## src/rtl/mem_access_unit.sv

```systemverilog
// Load/store stage: runs one data-memory transaction per accepted request over a
// req/ack handshake and returns a formatted load result or store completion.
module mem_access_unit #(
    parameter int unsigned TIMEOUT_CYCLES = 255
) (
    input  logic        clk,
    input  logic        rst,
    input  logic        valid_in,
    output logic        ready_in,
    input  logic        is_load,
    input  logic        is_store,
    input  logic [2:0]  funct3,
    input  logic [31:0] addr,
    input  logic [31:0] store_data,
    input  logic [4:0]  rd_in,
    output logic        dmem_req,
    output logic        dmem_we,
    output logic [31:0] dmem_addr,
    output logic [3:0]  dmem_be,
    output logic [31:0] dmem_wdata,
    input  logic        dmem_ack,
    input  logic [31:0] dmem_rdata,
    output logic        done,
    output logic        wb_we,
    output logic [4:0]  wb_rd,
    output logic [31:0] wb_data,
    output logic [1:0]  err
);

    typedef enum logic [1:0] {
        ST_IDLE = 2'd0,
        ST_REQ  = 2'd1,
        ST_RESP = 2'd2
    } state_t;

    localparam logic [2:0]  F3_B   = 3'b000;
    localparam logic [2:0]  F3_H   = 3'b001;
    localparam logic [2:0]  F3_W   = 3'b010;
    localparam logic [2:0]  F3_BU  = 3'b100;
    localparam logic [2:0]  F3_HU  = 3'b101;
    localparam logic [1:0]  ERR_NONE  = 2'b00;
    localparam logic [1:0]  ERR_ALIGN = 2'b01;
    localparam logic [1:0]  ERR_TMO   = 2'b10;
    localparam logic [1:0]  ERR_ILL   = 2'b11;
    localparam logic [15:0] CNT_LAST  = 16'(TIMEOUT_CYCLES - 32'd1);

    function automatic logic [3:0] calc_be(input logic [2:0] f3, input logic [1:0] a);
        case (f3)
            F3_B, F3_BU: calc_be = 4'b0001 << a;
            F3_H, F3_HU: calc_be = a[1] ? 4'b1100 : 4'b0011;
            F3_W:        calc_be = 4'b1111;
            default:     calc_be = 4'b0000;
        endcase
    endfunction

    function automatic logic [31:0] calc_wdata(input logic [2:0] f3, input logic [31:0] d);
        case (f3)
            F3_B:    calc_wdata = {4{d[7:0]}};
            F3_H:    calc_wdata = {2{d[15:0]}};
            F3_W:    calc_wdata = d;
            default: calc_wdata = 32'h0000_0000;
        endcase
    endfunction

    function automatic logic [31:0] fmt_load(input logic [2:0] f3, input logic [1:0] a,
                                             input logic [31:0] rdata);
        logic [31:0] lane;
        lane = rdata >> {a, 3'b000};
        case (f3)
            F3_B:    fmt_load = {{24{lane[7]}}, lane[7:0]};
            F3_BU:   fmt_load = {24'h00_0000, lane[7:0]};
            F3_H:    fmt_load = {{16{lane[15]}}, lane[15:0]};
            F3_HU:   fmt_load = {16'h0000, lane[15:0]};
            F3_W:    fmt_load = lane;
            default: fmt_load = 32'h0000_0000;
        endcase
    endfunction

    state_t      state_r, state_s;
    logic [15:0] cnt_r, cnt_s;
    logic [2:0]  f3_r, f3_s;
    logic [1:0]  alo_r, alo_s;
    logic [4:0]  rd_r, rd_s;
    logic        load_r, load_s;
    logic        ready_r, ready_s;
    logic        req_s, we_s, done_s, wb_we_s;
    logic [31:0] daddr_s, wdata_s, wb_data_s;
    logic [3:0]  be_s;
    logic [4:0]  wb_rd_s;
    logic [1:0]  err_s;
    logic        illegal_s, misalign_s;

    assign ready_in = ready_r;

    // Request classification; illegal encodings are checked ahead of alignment.
    always_comb begin
        illegal_s  = (is_load == is_store) ||
                     (funct3 == 3'b011) || (funct3 == 3'b110) || (funct3 == 3'b111) ||
                     (is_store && ((funct3 == F3_BU) || (funct3 == F3_HU)));
        misalign_s = (((funct3 == F3_H) || (funct3 == F3_HU)) && addr[0]) ||
                     ((funct3 == F3_W) && (addr[1:0] != 2'b00));
    end

    // Next-state and next-output computation for every registered output.
    always_comb begin
        state_s   = state_r;
        cnt_s     = cnt_r;
        f3_s      = f3_r;
        alo_s     = alo_r;
        rd_s      = rd_r;
        load_s    = load_r;
        req_s     = dmem_req;
        we_s      = dmem_we;
        daddr_s   = dmem_addr;
        be_s      = dmem_be;
        wdata_s   = dmem_wdata;
        done_s    = 1'b0;
        wb_we_s   = 1'b0;
        wb_rd_s   = wb_rd;
        wb_data_s = wb_data;
        err_s     = ERR_NONE;
        case (state_r)
            ST_IDLE: begin
                if (valid_in) begin
                    f3_s   = funct3;
                    alo_s  = addr[1:0];
                    rd_s   = rd_in;
                    load_s = is_load;
                    if (illegal_s || misalign_s) begin
                        state_s   = ST_RESP;
                        done_s    = 1'b1;
                        err_s     = illegal_s ? ERR_ILL : ERR_ALIGN;
                        wb_rd_s   = rd_in;
                        wb_data_s = 32'h0000_0000;
                    end else begin
                        state_s = ST_REQ;
                        cnt_s   = 16'h0000;
                        req_s   = 1'b1;
                        we_s    = is_store;
                        daddr_s = {addr[31:2], 2'b00};
                        be_s    = calc_be(funct3, addr[1:0]);
                        wdata_s = is_store ? calc_wdata(funct3, store_data) : 32'h0000_0000;
                    end
                end else begin
                    state_s = ST_IDLE;
                end
            end
            ST_REQ: begin
                if (dmem_ack || (cnt_r == CNT_LAST)) begin
                    // Ack takes precedence over a timeout in the same cycle.
                    state_s   = ST_RESP;
                    done_s    = 1'b1;
                    err_s     = dmem_ack ? ERR_NONE : ERR_TMO;
                    wb_rd_s   = rd_r;
                    wb_data_s = (dmem_ack && load_r) ? fmt_load(f3_r, alo_r, dmem_rdata)
                                                     : 32'h0000_0000;
                    wb_we_s   = dmem_ack && load_r && (rd_r != 5'd0);
                    req_s     = 1'b0;
                    we_s      = 1'b0;
                    daddr_s   = 32'h0000_0000;
                    be_s      = 4'b0000;
                    wdata_s   = 32'h0000_0000;
                end else begin
                    cnt_s = cnt_r + 16'd1;
                end
            end
            ST_RESP: begin
                state_s = ST_IDLE;
            end
            default: begin
                state_s = ST_IDLE;
                req_s   = 1'b0;
                we_s    = 1'b0;
            end
        endcase
        ready_s = (state_s == ST_IDLE);
    end

    // State, context and output registers with synchronous reset.
    always_ff @(posedge clk) begin
        if (rst) begin
            state_r    <= ST_IDLE;
            cnt_r      <= 16'h0000;
            f3_r       <= 3'b000;
            alo_r      <= 2'b00;
            rd_r       <= 5'd0;
            load_r     <= 1'b0;
            ready_r    <= 1'b1;
            dmem_req   <= 1'b0;
            dmem_we    <= 1'b0;
            dmem_addr  <= 32'h0000_0000;
            dmem_be    <= 4'b0000;
            dmem_wdata <= 32'h0000_0000;
            done       <= 1'b0;
            wb_we      <= 1'b0;
            wb_rd      <= 5'd0;
            wb_data    <= 32'h0000_0000;
            err        <= 2'b00;
        end else begin
            state_r    <= state_s;
            cnt_r      <= cnt_s;
            f3_r       <= f3_s;
            alo_r      <= alo_s;
            rd_r       <= rd_s;
            load_r     <= load_s;
            ready_r    <= ready_s;
            dmem_req   <= req_s;
            dmem_we    <= we_s;
            dmem_addr  <= daddr_s;
            dmem_be    <= be_s;
            dmem_wdata <= wdata_s;
            done       <= done_s;
            wb_we      <= wb_we_s;
            wb_rd      <= wb_rd_s;
            wb_data    <= wb_data_s;
            err        <= err_s;
        end
    end

endmodule

```

## config.mk

```make
export PLATFORM = sky130hd
export DESIGN_NAME = mem_access_unit
export DESIGN_NICKNAME = d
export VERILOG_FILES = /design/src/rtl/mem_access_unit.sv
export SDC_FILE = /design/constraint.sdc
export NUM_CORES = 1
export LEC_CHECK = 0
export BUFFER_PORTS_ARGS = -buffer_cell sky130_fd_sc_hd__buf_2
export CAP_MARGIN = 15
export CORE_UTILIZATION = 44
export CTS_BUF_LIST = sky130_fd_sc_hd__clkbuf_2 sky130_fd_sc_hd__clkbuf_4 sky130_fd_sc_hd__clkbuf_8
export DETAILED_ROUTE_END_ITERATION = 10
export PLACE_DENSITY_LB_ADDON = 0.2
export SETUP_SLACK_MARGIN = 0.3
export SKIP_CTS_REPAIR_TIMING = 1
export SLEW_MARGIN = 10
export SYNTH_ARGS = -nofsm -noshare
export SYNTH_HDL_FRONTEND = slang
export SYNTH_SLANG_ARGS = --single-unit
```

## constraint.sdc

```tcl
create_clock -name clk -period 3.1 [get_ports clk]
set_input_delay 0.155 -clock clk [delete_from_list [all_inputs] [get_ports clk]]
set_output_delay 0.155 -clock clk [all_outputs]
set_load 0.01 [all_outputs]
```

Yosys cells after proc, flatten, opt, wreduce, memory -nomap -nowiden
Cells that the tools add are included.
- register bits after elaboration: 141
- bits of input ports: 110
- output and inout bits: 112
- add/sub/neg operators: 1
- equality and inequality tests: 20
- shifts and indexed selects: 2
- mux-type cells: 50
- bitwise gates (word level): 3
- reductions and logical operators: 29
- operators by type and width (kind ; number):
    2-to-1 mux 32 bit ; 10
    one-hot mux 32 bit (2 select lines) ; 3
    one-hot mux 32 bit (5 select lines) ; 1
    one-hot mux 32 bit (3 select lines) ; 1
    2-to-1 mux 16 bit ; 3
    one-hot mux 16 bit (2 select lines) ; 1
    right shift 32 x 5 -> 32 bit ; 1
    equality test 3 bit, second input constant ; 6
    adder 16 x 1 -> 16 bit, second input constant ; 1
    equality test 16 x 8 -> 1 bit, second input constant ; 1
    2-to-1 mux 2 bit ; 8
    2-to-1 mux 4 bit ; 4
    AND reduction 4 bit ; 4
    2-to-1 mux 5 bit ; 3
    one-hot mux 4 bit (3 select lines) ; 1
    != test 2 bit, second input constant ; 5
    one-hot mux 5 bit (2 select lines) ; 1
    equality test 3 x 2 -> 1 bit, second input constant ; 3
    logical OR 1 bit ; 9
    2-to-1 mux 1 bit ; 8
    one-hot mux 2 bit (2 select lines) ; 2
    one-hot mux 4 bit (2 select lines) ; 1
    equality test 3 x 1 -> 1 bit, second input constant ; 2
    logical NOT 3 bit ; 2
    other kinds (14) ; 24

Logic depth before layout (Yosys ltp)
Gate-level depths: netlist of the first run.
- depth after elaboration: 10
- depth in mapped cells: 10
- mapped depth without buffers: 7

Worst setup path before layout of the first run
Ideal clock, no wire load.
- path kind: flip-flop to flip-flop
- from: register cnt_r[0]
- to: register dmem_wdata[18]
- data arrival time: 2489 ps
- data required time: 2979 ps
- slack: 490 ps
- stages on the path, launching flop included: 11
- cell sequence: dfxtp_1 -> inv_1 -> ha_1 -> or4b_1 -> or4_1 -> buf_2 -> a21o_1 -> or2_1 -> buf_2 -> buf_6 -> mux2_4
- word-level cells in the longest chain between the ends: 4
- ends and longest elaborated chain (element ; RTL line ; RTL):
    from (decl) ; 80 ; logic [15:0] cnt_r, cnt_s;
    from (signal assigned) ; 201 ; cnt_r <= cnt_s;
    equality test 16 x 8 -> 1 bit ; 149 ; if (dmem_ack || (cnt_r == CNT_LAST)) begin
    logical OR 1 bit ; 149 ;
    != test 2 bit (no line) ; n/a ;
    AND reduction 4 bit (no line) ; n/a ;
    to (signal assigned) ; 211 ; dmem_wdata <= wdata_s;
    to (decl) ; 20 ; output logic [31:0] dmem_wdata,
Every way passes these cells.
A chain may end at the register's enable or synchronous reset.

Final worst setup path of the first run
- from: register cnt_r[1]
- to: register dmem_wdata[17]
Same word-level chain as after synthesis.

==> results of run 1 <==
placed cells by master (no fill, tap or decap), types with 16 or more instances in the layout:
master                          netlist  final
sky130_fd_sc_hd__dlygate4sd3_1        0     49
sky130_fd_sc_hd__a21oi_1             69     69
sky130_fd_sc_hd__buf_2                4    219
sky130_fd_sc_hd__o21ai_0             34     34
sky130_fd_sc_hd__o2bb2ai_1           24     24
sky130_fd_sc_hd__nor2b_1             26     26
sky130_fd_sc_hd__mux2i_1             40     40
sky130_fd_sc_hd__dfxtp_1            139    139
sky130_fd_sc_hd__nand2_1             81     81
sky130_fd_sc_hd__nor2_1              39     38
sky130_fd_sc_hd__clkbuf_8             0     19
sky130_fd_sc_hd__nand2b_1            28     28
sky130_fd_sc_hd__a22o_1              39     39
sky130_fd_sc_hd__buf_4                2     16
per-stage QoR:
step / power (mW) / setup WS, ns / instances / hold slack [ns] / util
floorplan: 2.21 / 0.490 / 701 / 0.255 / -
global placement: 2.41 / 0.325 / 1065 / 0.364 / 0.543
detailed placement: 2.41 / 0.302 / 1065 / 0.369 / 0.543
CTS: 3.83 / 0.285 / 1096 / -0.126 / 0.571
global route: 4.03 / 0.346 / 1146 / 0.0128 / 0.606
finish: 3.85 / 0.492 / 1146 / 0.0252 / 0.606
power by group through the flow:
stage	sequential [mW]	clock (mW)	combinational [mW]
after floorplan	1.90	0	0.311
after global placement	1.90	0	0.508
after detailed placement	1.90	0	0.510
after CTS	1.86	1.46	0.511
after global routing	1.86	1.54	0.625
final	1.86	1.43	0.564
registers in the layout, indices dropped and copies added, names as in the netlist:
register,flops
cnt_r,16
err,2
load_r,1
wb_data,32
dmem_we,1
ready_in,1
rd_r,5
f3_r,3
dmem_addr,30
alo_r,2
dmem_wdata,32
wb_we,1
dmem_req,1
wb_rd,5
state_r,2
done,1
dmem_be,4
metal layers:
metal / GRT usage / vias to the layer above / wire length, um
met5: 0 / - / 0
met2: 0.360 / 196 / 8290
li1: - / 3013 / -
met4: 0.0787 / 0 / 258
met1: 0.302 / 2728 / 8010
met3: 0.0681 / 20 / 973
kinds of logic after synthesis:
kind of cell,count (synthesis),share of synthesized area
other,1,0.000598
AO/OA/AOI/OAI,195,0.210
multiplexers,57,0.0997
flip-flops,139,0.443
XOR/XNOR,14,0.0195
adder cells (fa/ha/maj),2,0.00399
AND/OR/NAND/NOR,232,0.184
buffers and inverters,60,0.0391
layout make-up:
type                    instances  area share
diodes                          1    0.000297
clock buffers                  20      0.0320
clock inverters                11      0.0134
inverters                       8     0.00357
multi-input cells             502       0.388
flip-flops and latches        139       0.331
well taps                     180      0.0268
repair buffers                285       0.205
critical path, stage by stage, from the launching register on:
cell	delay, ns
sky130_fd_sc_hd__dfxtp_1	0.41
sky130_fd_sc_hd__ha_1	0.17
sky130_fd_sc_hd__or4b_1	0.46
sky130_fd_sc_hd__or4_1	0.44
sky130_fd_sc_hd__a21o_1	0.26
sky130_fd_sc_hd__or2_4	0.40
sky130_fd_sc_hd__mux2_1	0.35
Yosys cell counts (2+ instances only):
master and count:
sky130_fd_sc_hd__dfxtp_1 139, sky130_fd_sc_hd__nand2_1 81, sky130_fd_sc_hd__a21oi_1 69, sky130_fd_sc_hd__mux2i_1 40, sky130_fd_sc_hd__a22o_1 39, sky130_fd_sc_hd__clkbuf_1 39, sky130_fd_sc_hd__nor2_1 39, sky130_fd_sc_hd__o21ai_0 34
sky130_fd_sc_hd__nand2b_1 28, sky130_fd_sc_hd__nor2b_1 26, sky130_fd_sc_hd__o2bb2ai_1 24, sky130_fd_sc_hd__nor3_1 17, sky130_fd_sc_hd__a221o_1 8, sky130_fd_sc_hd__inv_1 8, sky130_fd_sc_hd__mux2_2 8, sky130_fd_sc_hd__nand3_1 7
sky130_fd_sc_hd__xnor2_1 7, sky130_fd_sc_hd__xor2_1 7, sky130_fd_sc_hd__buf_1 6, sky130_fd_sc_hd__mux2_4 6, sky130_fd_sc_hd__nand4_1 6, sky130_fd_sc_hd__a311oi_1 5, sky130_fd_sc_hd__buf_2 4, sky130_fd_sc_hd__or2_2 4
sky130_fd_sc_hd__or3_1 4, sky130_fd_sc_hd__a211oi_1 3, sky130_fd_sc_hd__and2_1 3, sky130_fd_sc_hd__or4_1 3, sky130_fd_sc_hd__a21o_1 2, sky130_fd_sc_hd__and3_1 2, sky130_fd_sc_hd__buf_4 2, sky130_fd_sc_hd__ha_1 2
sky130_fd_sc_hd__mux2_1 2, sky130_fd_sc_hd__nor3b_1 2, sky130_fd_sc_hd__nor4_1 2, sky130_fd_sc_hd__o21a_1 2
path summary, 6_finish.rpt:
kind               start  slack [ns]        endpoint  cells past startpoint
min            funct3[0]        0.03         f3_r[0]                      3
max             cnt_r[1]        0.49  dmem_wdata[17]                      6
min reg2reg  wb_data[22]        0.46     wb_data[22]                      1
max reg2reg     cnt_r[1]        0.49  dmem_wdata[17]                      6
==> results.md, run 1 <==
- **setup TNS** 0 ns
- **Root Buffer Master** sky130_fd_sc_hd__clkbuf_8
- **clock network fraction of total power** 0.370
- **final HPWL from detailed placement** 12,200 um
- **count of endpoints failing setup in the final report** 0
- **htree depth** 4
- **remaining antenna violation count** 0
- **share of total power in combinational logic** 0.147
- **Sw Pwr** 1.07 mW
- **worst skew pair latency** 0.45 ns
- **# DRC** 0
- **Reg area** 0.00278 mm^2
- **critical path type** reg -> reg
- **share of synthesized area occupied by flip-flops and latches** 0.443
- **CTS buffer count** 17
- **Arrival @ worst endpoint** 2.95 ns
- **number of cells produced by synthesis** 700
- **setup repair after global routing missed its margin** no
- **final non-filler cell area** 0.00842 mm^2
- **proportion of layout cells with a drive suffix above 1** 0.304
- **First-pass DRT Iterations** 5
- **fin crit share** 0.841
- **initial cell density of the core** 0.452
- **worst slew margin relative to its limit** 0.370
- **Leak Pwr** 3.77 nW
- **synthesized area per cell** 8.97 um^2
- **footprint of the multi-input gates** 0.00327 mm^2
- **floorplan die height** 121 um
- **Avg Vias per Cell** 5.20
- **number of port buffers** 219
- **type of element capturing the critical path** flop
- **clock tree from TritonCTS** built
- **die width** 121 um
- **clock transition time at the flip-flop clock pins of the worst setup and hold paths** 0.08 ns
- **clk sink count** 139
- **Worst IR Drop VDD** 0.000268 V
- **Cell variety after synth** 56
- **nets@finish** 1,065
- **post-synthesis instance area** 0.00628 mm^2
- **global-route usage over all layers** 0.231
- **maximum fanout along the worst path** 21
- **path type of the worst min-delay path** in -> reg
- **fin. max-slew vios** 0
- **DRC marker count from the first detailed-route iteration** 367
- **post-detailed-route wirelength per cell** 15.3 um
- **top post-synthesis cells by area** sky130_fd_sc_hd__dfxtp_1 (44%), sky130_fd_sc_hd__mux2i_1 (6.4%), sky130_fd_sc_hd__a21oi_1 (5.5%), sky130_fd_sc_hd__a22o_1 (5.4%), sky130_fd_sc_hd__nand2_1 (4.8%)
- **Clock Path Buffers** 2
- **placer's final routability congestion estimate** 0.835
- **final number of hold-violating endpoints** 0
- **Area growth, synth to finish** 34.1%
- **maximum operating frequency** 0.383 GHz
- **fraction of registers with async set/reset** 0
- **Max-Cap Viols** 0
- **Worst-Margin Slew** 0.941 ns
- **cell internal pwr** 2.78 mW
- **GRT Residual Overflow** 0
- **vias in the first global route** 5,347
- **count of synthesis-stage warnings from yosys** 0
- **I/O pin cnt** 222
- **total length of routed wires** 17,500 um
- **required time reported for the critical path endpoint** 3.44 ns
- **total number of vias** 5,957
- **most instantiated flip-flop cell in the synthesis netlist** sky130_fd_sc_hd__dfxtp_1
- **placeable core area** 0.0139 mm^2
- **first-pass GRT wire length** 26,500 um
- **antenna violations before repair** 1
- **number of enable flip-flop cells after synthesis** 0
- **outcome** finished clean
- **part of the total power dissipated in sequential elements** 0.483
- **launching element type of the critical path** flop
- **Sw Ratio** 0.278
- **Die ar.** 0.0147 mm^2
- **Power per Cell Area** 457 mW/mm^2
- **standard-cell row count** 43
- **clock skew after layout** 0.0106 ns
- **area share of the leading cell type in the synthesized netlist** 0.443
- **cell type with the largest total area after synthesis** sky130_fd_sc_hd__dfxtp_1
- **cell area after placement** 0.00754 mm^2
- **number of fill cells** 1,256
- **largest net degree at the start of global routing** 39
- **minimum period implied by the final worst setup slack** 2.61 ns
- **Seq cells post-synth** 139
Note: power is estimated with default switching activity, not from simulation.
==> run 2: changes to the inputs <==
==> constraint.sdc (replaced) <==
create_clock -name clk -period 2.2 [get_ports clk]
set_input_delay 0.11 -clock clk [delete_from_list [all_inputs] [get_ports clk]]
set_output_delay 0.11 -clock clk [all_outputs]
set_load 0.01 [all_outputs]
==> results.md, run 2 (synthesized netlist as in run 1, its figures left out) <==
- **total number of vias** 6,202, was 5,957
- **maximum operating frequency** 0.416 GHz, was 0.383 GHz
- **Area growth, synth to finish** 45.3%, was 34.1%
- **required time reported for the critical path endpoint** 2.54 ns, was 3.44 ns
- **worst skew pair latency** 0.45 ns, about the same
- **final number of hold-violating endpoints** 1, was 0
- **r2r setup slk** -0.20 ns, was 0.49 ns
- **Max-Cap Viols** 0, unchanged
- **Worst IR Drop VDD** 0.000335 V, was 0.000268 V
- **placer's final routability congestion estimate** 0.837, was 0.835
- **number of fill cells** 1,179, was 1,256
- **Clock Path Buffers** 2, unchanged
- **clock transition time at the flip-flop clock pins of the worst setup and hold paths** 0.08 ns, about the same
- **post-detailed-route wirelength per cell** 15.5 um, was 15.3 um
- **end of the worst hold path** f3_r[1], was f3_r[0]
- **final HPWL from detailed placement** 12,500 um, was 12,200 um
- **clock tree from TritonCTS** built, unchanged
- **violated checks** hold timing, setup timing
- **DRC marker count from the first detailed-route iteration** 352, was 367
- **fin. max-slew vios** 0, unchanged
- **standard-cell row count** 43, unchanged
- **global-route usage over all layers** 0.232, was 0.231
- **htree depth** 4, unchanged
- **number of port buffers** 219, unchanged
- **clock skew after layout** 0.00908 ns, was 0.0106 ns
- **cell count of the worst reg-to-reg path** 5, was 6
- **Avg Vias per Cell** 5.18, was 5.20
- **minimum period implied by the final worst setup slack** 2.40 ns, was 2.61 ns
- **antenna violations before repair** 0, was 1
- **fin crit share** 1.09, was 0.841
- **Diodes inserted** 0, was 1
- **# DRC** 0, unchanged
- **GRT Residual Overflow** 0, unchanged
- **placeable core area** 0.0139 mm^2, unchanged
- **Reg area** 0.00279 mm^2, was 0.00278 mm^2
- **remaining antenna violation count** 0, unchanged
- **Leak Pwr** 4.12 nW, was 3.77 nW
- **most frequent cells in the layout** sky130_fd_sc_hd__buf_2 (219), sky130_fd_sc_hd__dfxtp_1 (135), sky130_fd_sc_hd__nand2_1 (80), was sky130_fd_sc_hd__buf_2 (219), sky130_fd_sc_hd__dfxtp_1 (139), sky130_fd_sc_hd__nand2_1 (81)
- **Hold WS** -0.00431 ns, was 0.0252 ns
- **largest net degree at the start of global routing** 52, was 39
- **initial cell density of the core** 0.452, unchanged
- **placement-stage worst setup slack** -0.373 ns, was 0.302 ns
- **nets@finish** 1,118, was 1,065
- **setup TNS** -10.66 ns, was 0 ns
- **Root Buffer Master** sky130_fd_sc_hd__clkbuf_8, unchanged
- **source of the worst hold timing path** funct3[1], was funct3[0]
- **registers with the most flip-flops** dmem_wdata (32), wb_data (32), dmem_addr (30), unchanged
- **worst slew margin relative to its limit** 0.582, was 0.370
- **vias in the first global route** 5,392, was 5,347
- **Die ar.** 0.0147 mm^2, unchanged
- **First-pass DRT Iterations** 6, was 5
- **launching element type of the critical path** flop, unchanged
- **proportion of layout cells with a drive suffix above 1** 0.366, was 0.304
- **CP startpoint** cnt_r[8], was cnt_r[1]
- **r2r endpoint** dmem_wdata[21], was dmem_wdata[17]
- **footprint of the multi-input gates** 0.00343 mm^2, was 0.00327 mm^2
- **count of cells along the worst hold path** 3, unchanged
- **die width** 121 um, unchanged
- **setup repair after global routing missed its margin** yes, was no
- **count of endpoints failing setup in the final report** 74, was 0
- **first-pass GRT wire length** 26,600 um, was 26,500 um
- **Arrival @ worst endpoint** 2.74 ns, was 2.95 ns
- **worst flop-to-flop path startpoint** cnt_r[8], was cnt_r[1]
- **floorplan die height** 121 um, unchanged
- **CTS buffer count** 17, unchanged
- **outcome** complete, but fails checks, was finished clean
- **maximum fanout along the worst path** 6, was 21
- **I/O pin cnt** 222, unchanged
- **most common library cell in the layout ignoring fill and taps** sky130_fd_sc_hd__buf_2, unchanged
- **Worst-Margin Slew** 0.626 ns, was 0.941 ns
- **clk sink count** 139, unchanged
- **type of element capturing the critical path** flop, unchanged
- **path type of the worst min-delay path** in -> reg, unchanged
- **total length of routed wires** 18,500 um, was 17,500 um
- **critical path type** reg -> reg, unchanged
- **slack of the critical path** -0.201 ns, was 0.492 ns
- **Power per Cell Area** 622 mW/mm^2, was 457 mW/mm^2
[run 2: changes by cell type in the layout (fill, tap and decap cells not counted), sizes merged]
cell	previous run	this run
clkinvlp	4	2
clkinv	2	1
dlygate4sd3	49	52
inv	12	16
diode	1	0
bufinv	1	2
buf	236	281
clkbuf	20	21
or2	5	6
nor3	17	18
[run 2: routing by layer]
metal / wire (um) / GRT usage / vias up
met5: 0 / 0 / -
met4: 251 / 0.0687 / 0
met3: 1100 / 0.0620 / 22
met2: 9100 / 0.375 / 216
met1: 8100 / 0.300 / 2853
li1: - / - / 3111
[run 2: area by class of cell]
| type | instances | share of cell area |
|---|---|---|
| Clock inverter | 13 | 0.0174 |
| Timing Repair Buffer | 336 | 0.246 |
| Clock buffer | 18 | 0.0265 |
| Multi-Input combinational cell | 504 | 0.376 |
| Tap cell | 180 | 0.0247 |
| Sequential cell | 139 | 0.306 |
| Inverter | 8 | 0.00329 |
[run 2: stage by stage]
| step | instance area, um^2 | hold WS [ns] | cells | power (mW) | util |
|---|---|---|---|---|---|
| 6_report | 9120 | -0.00431 | 1198 | 5.67 | 0.657 |
| 5_1_grt | 9120 | 0.0110 | 1198 | 5.91 | 0.657 |
| 4_1_cts | 8300 | -0.170 | 1138 | 5.56 | 0.598 |
| 3_5_place_dp | 7900 | 0.322 | 1107 | 3.44 | 0.569 |
| 3_3_place_gp | 7900 | 0.318 | 1107 | 3.43 | 0.569 |
| 2_1_floorplan | 6340 | 0.210 | 701 | 3.13 | - |
[run 2: critical path, stage by stage (launching register included)]
cell and delay (ns):
sky130_fd_sc_hd__dfxtp_2 0.32, sky130_fd_sc_hd__or4_4 0.54, sky130_fd_sc_hd__or4_4 0.56, sky130_fd_sc_hd__a21o_4 0.24
sky130_fd_sc_hd__or2_4 0.32, sky130_fd_sc_hd__mux2_4 0.31
[run 2: report_power, final]
part / internal (mW) / switching [mW]
Sequential: 2.57 / 0.0451
Combinational: 0.445 / 0.468
Clock: 1.05 / 1.09
Total: 4.07 / 1.60
[run 2: how the worst max path moves through the flow]
stage,end,cells after the start
after floorplan,dmem_wdata[18],8
after global placement,dmem_wdata[31],6
after detailed placement,dmem_wdata[9],6
after CTS,dmem_wdata[9],6
after global routing,dmem_addr[29],6
final,dmem_wdata[21],5
